--- src/rtl/l1d_axi_refill_bridge_pkg.sv ---
// Shared types and widths for the L1D AXI refill bridge.
// The MSHR id width is common to the request, AR, R and B channels.
package l1d_package;

    localparam int L1D_MSHR_ID_WIDTH = 4;

    typedef enum logic [1:0] {
        IDLE    = 2'd0,
        COLLECT = 2'd1,
        DELIVER = 2'd2
    } rfsm_e;

    // A counter for a 1-entry space still needs one bit to exist.
    function automatic int cnt_w(input int n);
        return (n > 1) ? $clog2(n) : 1;
    endfunction

endpackage

--- src/rtl/l1d_line_assembler.sv ---
// R-channel line assembler: collects one non-interleaved burst into a line
// buffer, then presents the line for exactly one cycle.
module l1d_line_assembler
    import l1d_package::*;
#(
    parameter int DATA_W     = 64,
    parameter int LINE_BEATS = 4
) (
    input  logic                                   clk,
    input  logic                                   rst,
    input  logic                                   i_rvalid,
    input  logic [DATA_W-1:0]                      i_rdata,
    input  logic [L1D_MSHR_ID_WIDTH-1:0]           i_rid,
    input  logic                                   i_rlast,
    output logic                                   o_rready,
    output logic                                   o_refill_en,
    output logic [L1D_MSHR_ID_WIDTH-1:0]           o_refill_id,
    output logic [DATA_W*LINE_BEATS-1:0]           o_refill_data
);

    localparam int BEAT_W = cnt_w(LINE_BEATS);

    rfsm_e                                  r_state;
    logic [BEAT_W-1:0]                      r_beat_cnt;
    logic [L1D_MSHR_ID_WIDTH-1:0]           r_id;
    logic                                   r_refill_en;
    logic [LINE_BEATS-1:0][DATA_W-1:0]      r_line;

    logic                                   w_beat;

    assign w_beat = i_rvalid && (r_state != DELIVER);

    always_ff @(posedge clk or posedge rst) begin
        if (rst) begin
            r_state     <= IDLE;
            r_beat_cnt  <= '0;
            r_id        <= '0;
            r_refill_en <= 1'b0;
        end else begin
            r_refill_en <= 1'b0;
            case (r_state)
                IDLE, COLLECT: begin
                    if (w_beat) begin
                        if (r_state == IDLE)
                            r_id <= i_rid;
                        if (i_rlast) begin
                            r_state     <= DELIVER;
                            r_beat_cnt  <= '0;
                            r_refill_en <= 1'b1;
                        end else begin
                            // Wraps naturally; an over-long burst overwrites from slot 0.
                            r_state    <= COLLECT;
                            r_beat_cnt <= r_beat_cnt + BEAT_W'(LINE_BEATS > 1);
                        end
                    end
                end
                DELIVER: r_state <= IDLE;
                default: r_state <= IDLE;
            endcase
        end
    end

    // Line data is deliberately not reset; slots a short burst skips keep old contents.
    always_ff @(posedge clk) begin
        if (w_beat)
            r_line[r_beat_cnt] <= i_rdata;
    end

    assign o_rready      = (r_state != DELIVER);
    assign o_refill_en   = r_refill_en;
    assign o_refill_id   = r_id;
    assign o_refill_data = r_line;

endmodule

--- src/rtl/l1d_axi_refill_bridge.sv ---
// L1D miss refill bridge: MSHR requests -> AXI AR, R bursts -> refill lines, B -> evict done.
// Define L1D_AXI_RESP_ERR_EN to add the sticky axi_err response-error flag.
module l1d_axi_refill_bridge
    import l1d_package::*;
#(
    parameter int ADDR_W     = 32,
    parameter int DATA_W     = 64,
    parameter int LINE_BEATS = 4,
    parameter int MAX_OUT    = 8
) (
    input  logic                                   clk,
    input  logic                                   rst,
    input  logic                                   downstream_req_vld,
    output logic                                   downstream_req_rdy,
    input  logic [ADDR_W-1:0]                      downstream_req_addr,
    input  logic [L1D_MSHR_ID_WIDTH-1:0]           downstream_req_id,
    output logic                                   axi_arvalid,
    input  logic                                   axi_arready,
    output logic [ADDR_W-1:0]                      axi_araddr,
    output logic [L1D_MSHR_ID_WIDTH-1:0]           axi_arid,
    output logic [2:0]                             axi_arsize,
    output logic [7:0]                             axi_arlen,
    input  logic                                   axi_rvalid,
    output logic                                   axi_rready,
    input  logic [DATA_W-1:0]                      axi_rdata,
    input  logic [L1D_MSHR_ID_WIDTH-1:0]           axi_rid,
    input  logic [1:0]                             axi_rresp,
    input  logic                                   axi_rlast,
    output logic                                   refill_en,
    output logic [L1D_MSHR_ID_WIDTH-1:0]           refill_id,
    output logic [DATA_W*LINE_BEATS-1:0]           refill_data,
    input  logic                                   axi_bvalid,
    output logic                                   axi_bready,
    input  logic [L1D_MSHR_ID_WIDTH-1:0]           axi_bid,
    input  logic [1:0]                             axi_bresp,
    output logic                                   evict_done_en,
    output logic [L1D_MSHR_ID_WIDTH-1:0]           evict_done_id
`ifdef L1D_AXI_RESP_ERR_EN
    ,
    output logic                                   axi_err
`endif
);

    localparam int LINE_W     = DATA_W * LINE_BEATS;
    localparam int LINE_BYTES = LINE_W / 8;
    localparam int CNT_W      = $clog2(MAX_OUT + 1);

    logic                                   r_ar_full;
    logic [ADDR_W-1:0]                      r_ar_addr;
    logic [L1D_MSHR_ID_WIDTH-1:0]           r_ar_id;
    logic [CNT_W-1:0]                       r_out_cnt;
    logic                                   r_evict_en;
    logic [L1D_MSHR_ID_WIDTH-1:0]           r_evict_id;

    logic                                   w_accept;
    logic                                   w_refill_en;

    // A full entry that is handshaking this cycle can reload in the same cycle.
    assign downstream_req_rdy = (!r_ar_full || axi_arready) &&
                                (r_out_cnt < CNT_W'(MAX_OUT));
    assign w_accept = downstream_req_vld && downstream_req_rdy;

    always_ff @(posedge clk or posedge rst) begin
        if (rst) begin
            r_ar_full <= 1'b0;
            r_ar_addr <= '0;
            r_ar_id   <= '0;
        end else if (w_accept) begin
            r_ar_full <= 1'b1;
            r_ar_addr <= downstream_req_addr;
            r_ar_id   <= downstream_req_id;
        end else if (axi_arready) begin
            r_ar_full <= 1'b0;
        end
    end

    always_ff @(posedge clk or posedge rst) begin
        if (rst) begin
            r_out_cnt <= '0;
        end else begin
            case ({w_accept, w_refill_en})
                2'b10:   r_out_cnt <= r_out_cnt + 1'b1;
                2'b01:   r_out_cnt <= (r_out_cnt != '0) ? r_out_cnt - 1'b1 : r_out_cnt;
                default: r_out_cnt <= r_out_cnt;
            endcase
        end
    end

    assign axi_arvalid = r_ar_full;
    assign axi_araddr  = r_ar_addr & ~ADDR_W'(LINE_BYTES - 1);
    assign axi_arid    = r_ar_id;
    assign axi_arsize  = 3'($clog2(DATA_W / 8));
    assign axi_arlen   = 8'(LINE_BEATS - 1);

    l1d_line_assembler #(
        .DATA_W     (DATA_W),
        .LINE_BEATS (LINE_BEATS)
    ) u_asm (
        .clk           (clk),
        .rst           (rst),
        .i_rvalid      (axi_rvalid),
        .i_rdata       (axi_rdata),
        .i_rid         (axi_rid),
        .i_rlast       (axi_rlast),
        .o_rready      (axi_rready),
        .o_refill_en   (w_refill_en),
        .o_refill_id   (refill_id),
        .o_refill_data (refill_data)
    );

    assign refill_en = w_refill_en;

    // B is always accepted, so every bvalid cycle is a handshake.
    always_ff @(posedge clk or posedge rst) begin
        if (rst) begin
            r_evict_en <= 1'b0;
            r_evict_id <= '0;
        end else begin
            r_evict_en <= axi_bvalid;
            r_evict_id <= axi_bid;
        end
    end

    assign axi_bready    = 1'b1;
    assign evict_done_en = r_evict_en;
    assign evict_done_id = r_evict_id;

`ifdef L1D_AXI_RESP_ERR_EN
    logic r_err;

    always_ff @(posedge clk or posedge rst) begin
        if (rst)
            r_err <= 1'b0;
        else if ((axi_rvalid && axi_rready && axi_rresp != 2'b00) ||
                 (axi_bvalid && axi_bresp != 2'b00))
            r_err <= 1'b1;
    end

    assign axi_err = r_err;
`else
    logic w_unused_resp;
    assign w_unused_resp = ^{axi_rresp, axi_bresp};
`endif

endmodule
--- config.mk ---
export PLATFORM = sky130hd
export DESIGN_NAME = l1d_axi_refill_bridge
export DESIGN_NICKNAME = d
export VERILOG_FILES = /design/src/rtl/l1d_axi_refill_bridge_pkg.sv /design/src/rtl/l1d_line_assembler.sv /design/src/rtl/l1d_axi_refill_bridge.sv
export SDC_FILE = /design/constraint.sdc
export NUM_CORES = 1
export LEC_CHECK = 0
export CAP_MARGIN = 20
export CORE_MARGIN = 4
export CORE_UTILIZATION = 31
export CTS_CLUSTER_DIAMETER = 40
export DETAILED_ROUTE_END_ITERATION = 7
export HOLD_SLACK_MARGIN = 0.05
export PLACE_DENSITY_LB_ADDON = 0.25
export SLEW_MARGIN = 20
export SYNTH_ARGS = -nofsm -noshare
export SYNTH_HDL_FRONTEND = slang
export SYNTH_SLANG_ARGS = --single-unit
--- constraint.sdc ---
create_clock -name clk -period 3.2 [get_ports clk]
set_input_delay 0.8 -clock clk [delete_from_list [all_inputs] [get_ports clk]]
set_output_delay 0.8 -clock clk [all_outputs]
set_load 0.02 [all_outputs]
==> flow_metrics.py <==
metrics = {
    "timing": {
        "slew_headroom": 0.603,
        "setup_violations": 0,
        "rsz0062_at_grt": "false",
        "hold_violations": 0,
        "worstMarginPinSlew_ps": 595,
        "period_needed_ps": 2890,
        "finClkSkew_ps": 12.5,
        "period_share": 0.903,
        "fin_tns_setup_ps": 0,
        "max_freq_mhz": 346,
        "maxSlewViolCount": 0,
    },
    "clocking": {
        "cts_tree": "yes",
        "cts_setup_buffers": 0,
        "postCtsHoldBufs": 0,
        "htree_levels": 2,
        "cts_buffer_depth": 3,
        "clk_pin_slew_ps": 50,
        "clkLatencyLatePin_ps": 520,
        "cts.sinks": 306,
        "cts_buffers": 42,
        "cts-root-buf": "clkbuf_16",
        "ctsResizeCount": 0,
    },
    "die": {
        "core_area_mm2": 0.0315,
        "die_x_um": 186,
        "io_pins": 436,
        "start_util": 0.313,
        "dieHeight_um": 186,
        "dieArea_mm2": 0.0347,
        "std_cell_rows": 65,
    },
    "power": {
        "p_leak_nw": 5.87,
        "cellPowerDensity_mw_per_mm2": 719,
        "peakVddDrop_v": 0.000525,
        "p_total_w": 0.0115,
    },
    "route": {
        "wl_mm": 26.9,
        "wl_per_cell_um": 19.5,
        "drtPass1Iterations": 5,
        "vias": 5819,
        "ant_nets": 0,
        "via_per_inst": 4.23,
        "drt_iter0_markers": 206,
        "drc": 0,
    },
    "grt": {
        "grtUsageTotal": 0.145,
        "overflow": 0,
        "grt_use_met2": 0.245,
        "grt_pass1_wl_mm": 37.9,
        "use_met3": 0.0591,
        "grt-busiest-layer": "met2",
        "grt_pass1_vias": 5915,
        "grt.met1_usage": 0.175,
        "antenna_found_initial": 0,
        "grt_max_degree": 44,
    },
    "status": {
        "status": "finished, final reports clean",
    },
    "worst_setup_path": {
        "cp-end-kind": "output pin",
        "crit_type": "input pin to output pin",
        "rr_startpoint": "r_out_cnt[3]",
        "crit_arrival_ps": 2090,
        "r2r_setup_slack_ps": 1280,
        "cp.required_ps": 2400,
        "critPathLaunch": "axi_arready",
        "endpoint": "downstream_req_rdy",
        "cp_max_fo": 2,
        "reg2reg_to": "r_out_cnt[2]",
        "r2r_cells": 8,
        "critPathLaunchType": "input pin",
    },
    "synth": {
        "synth-seq-cells": 306,
        "seq_area_frac_synth": 0.907,
        "synthCells": 485,
        "syn_avg_cell_area_um2": 20.3,
        "ys_types": 31,
        "ys_warn_count": 0,
        "netlist_area_mm2": 0.00985,
    },
    "placed_design": {
        "port_buffers": 409,
        "hpwl_mm": 19.1,
        "dpl_cell_area_mm2": 0.0145,
        "routabilityCongestion": 0.766,
        "dp.cells": 1299,
    },
    "layout": {
        "fillCellCount": 2610,
        "area_growth_pct": 63.1,
        "fin_area_mm2": 0.0161,
        "final_cell_count_no_fill": 1376,
        "diodes": 0,
        "nets": 1065,
        "drive_above_1_share": 0.0975,
        "fin_util": 0.510,
    },
    "worst_hold_path": {
        "min_path_type": "register to register",
    },
    "run": {
        "cap_violations": 0,
    },
}
cell usage after synthesis:
cell	instances	area (um^2)
edfxtp_1	256	7690
nand2_1	98	368
dfrtp_1	50	1250
buf_4	17	128
clkbuf_1	5	18.8
ha_1	5	62.6
nor2_1	5	18.8
and3_1	4	25.0
buf_2	4	20.0
inv_1	4	15.0
mux2_2	4	45.0
a211oi_1	3	22.5
nand2b_1	3	18.8
nor3_1	3	15.0
or3_1	3	18.8
a21oi_1	2	10.0
conb_1	2	7.51
o211ai_1	2	15.0
o21ai_0	2	10.0
xnor2_1	2	17.5
a21o_1	1	7.51
a41oi_1	1	8.76
and2_1	1	6.26
inv_2	1	3.75
mux2i_1	1	10.0
nand4_1	1	6.26
nor2b_1	1	6.26
nor2b_2	1	8.76
nor4_1	1	6.26
o21bai_1	1	7.51
o22ai_1	1	6.26
where the power goes:
group          internal [W]  leakage [nW]  switching, W
Clock               0.00322         0.739       0.00173
Combinational      0.000771          2.18      0.000931
Sequential          0.00472          2.96      0.000167
Total               0.00872          5.87       0.00283
how the worst min path moves through the flow:
stage | startpoint | to | slack (ps) | cells past startpoint
2_1_floorplan | u_asm.r_state[1] | u_asm.r_state[0] | 420 | 1
3_3_place_gp | u_asm.r_state[1] | u_asm.r_state[0] | 440 | 1
3_5_place_dp | u_asm.r_state[1] | u_asm.r_state[0] | 450 | 1
4_1_cts | u_asm.r_state[1] | u_asm.r_state[0] | 460 | 1
5_1_grt | u_asm.r_state[1] | u_asm.r_state[0] | 490 | 1
6_report | u_asm.r_state[1] | u_asm.r_state[0] | 460 | 1
registers in the layout, summed over array words and instances, names as in the netlist, 2 cells and up:
signal and flops:
u_asm.o_refill_data 256, r_ar_addr 27, axi_arid 4, evict_done_id 4, r_out_cnt 4, u_asm.o_refill_id 4
u_asm.r_beat_cnt 2, u_asm.r_state 2
worst max-delay path, cell delays in order:
cell	delay (ps)
clkdlybuf4s50_1	440
nand2b_1	100
nor2b_1	130
clkdlybuf4s50_1	620
kinds of logic after synthesis:
family          Yosys count  share of synthesized area
simple gates            121                     0.0505
mux                       5                    0.00559
xor+xnor                  2                    0.00178
compound gates           13                    0.00889
other cells               2                   0.000762
flops                   306                      0.907
fa+ha+maj                 5                    0.00635
buf+inv                  31                     0.0188
final cells by class:
cell class	instances	area [um^2]	area share
clock buffers	46	1090	0.0677
clock inverters	31	439	0.0273
inverters	5	18.8	0.00117
multi-input cells	163	805	0.0501
flip-flops and latches	306	8940	0.556
well taps	402	503	0.0313
repair buffers	423	4270	0.266
routing by layer:
| layer | up-vias | wire length (um) |
|---|---|---|
| met1 | 2802 | 10500 |
| met3 | 29 | 2950 |
| met4 | 0 | 378 |
| met2 | 312 | 13100 |
| met5 | - | 0 |
| li1 | 2676 | - |
placed cells by master (no fill, tap or decap), types with 5 or more instances in the layout:
| master | instances |
|---|---|
| conb_1 | 17 |
| edfxtp_1 | 256 |
| dfrtp_1 | 50 |
| buf_4 | 8 |
| inv_6 | 6 |
| ha_1 | 5 |
| nor2_1 | 5 |
| clkdlybuf4s50_1 | 409 |
| clkbuf_16 | 43 |
| bufinv_16 | 9 |
| nand2_1 | 98 |
| buf_12 | 6 |
metrics by stage:
step           hold slack (ps)  worst slack [ps]
5_1_grt                    486               238
6_report                   456               309
3_3_place_gp               440               294
3_5_place_dp               454               303
2_1_floorplan              424               426
4_1_cts                    461               302
No activity file was read; power rests on OpenSTA's default activity.
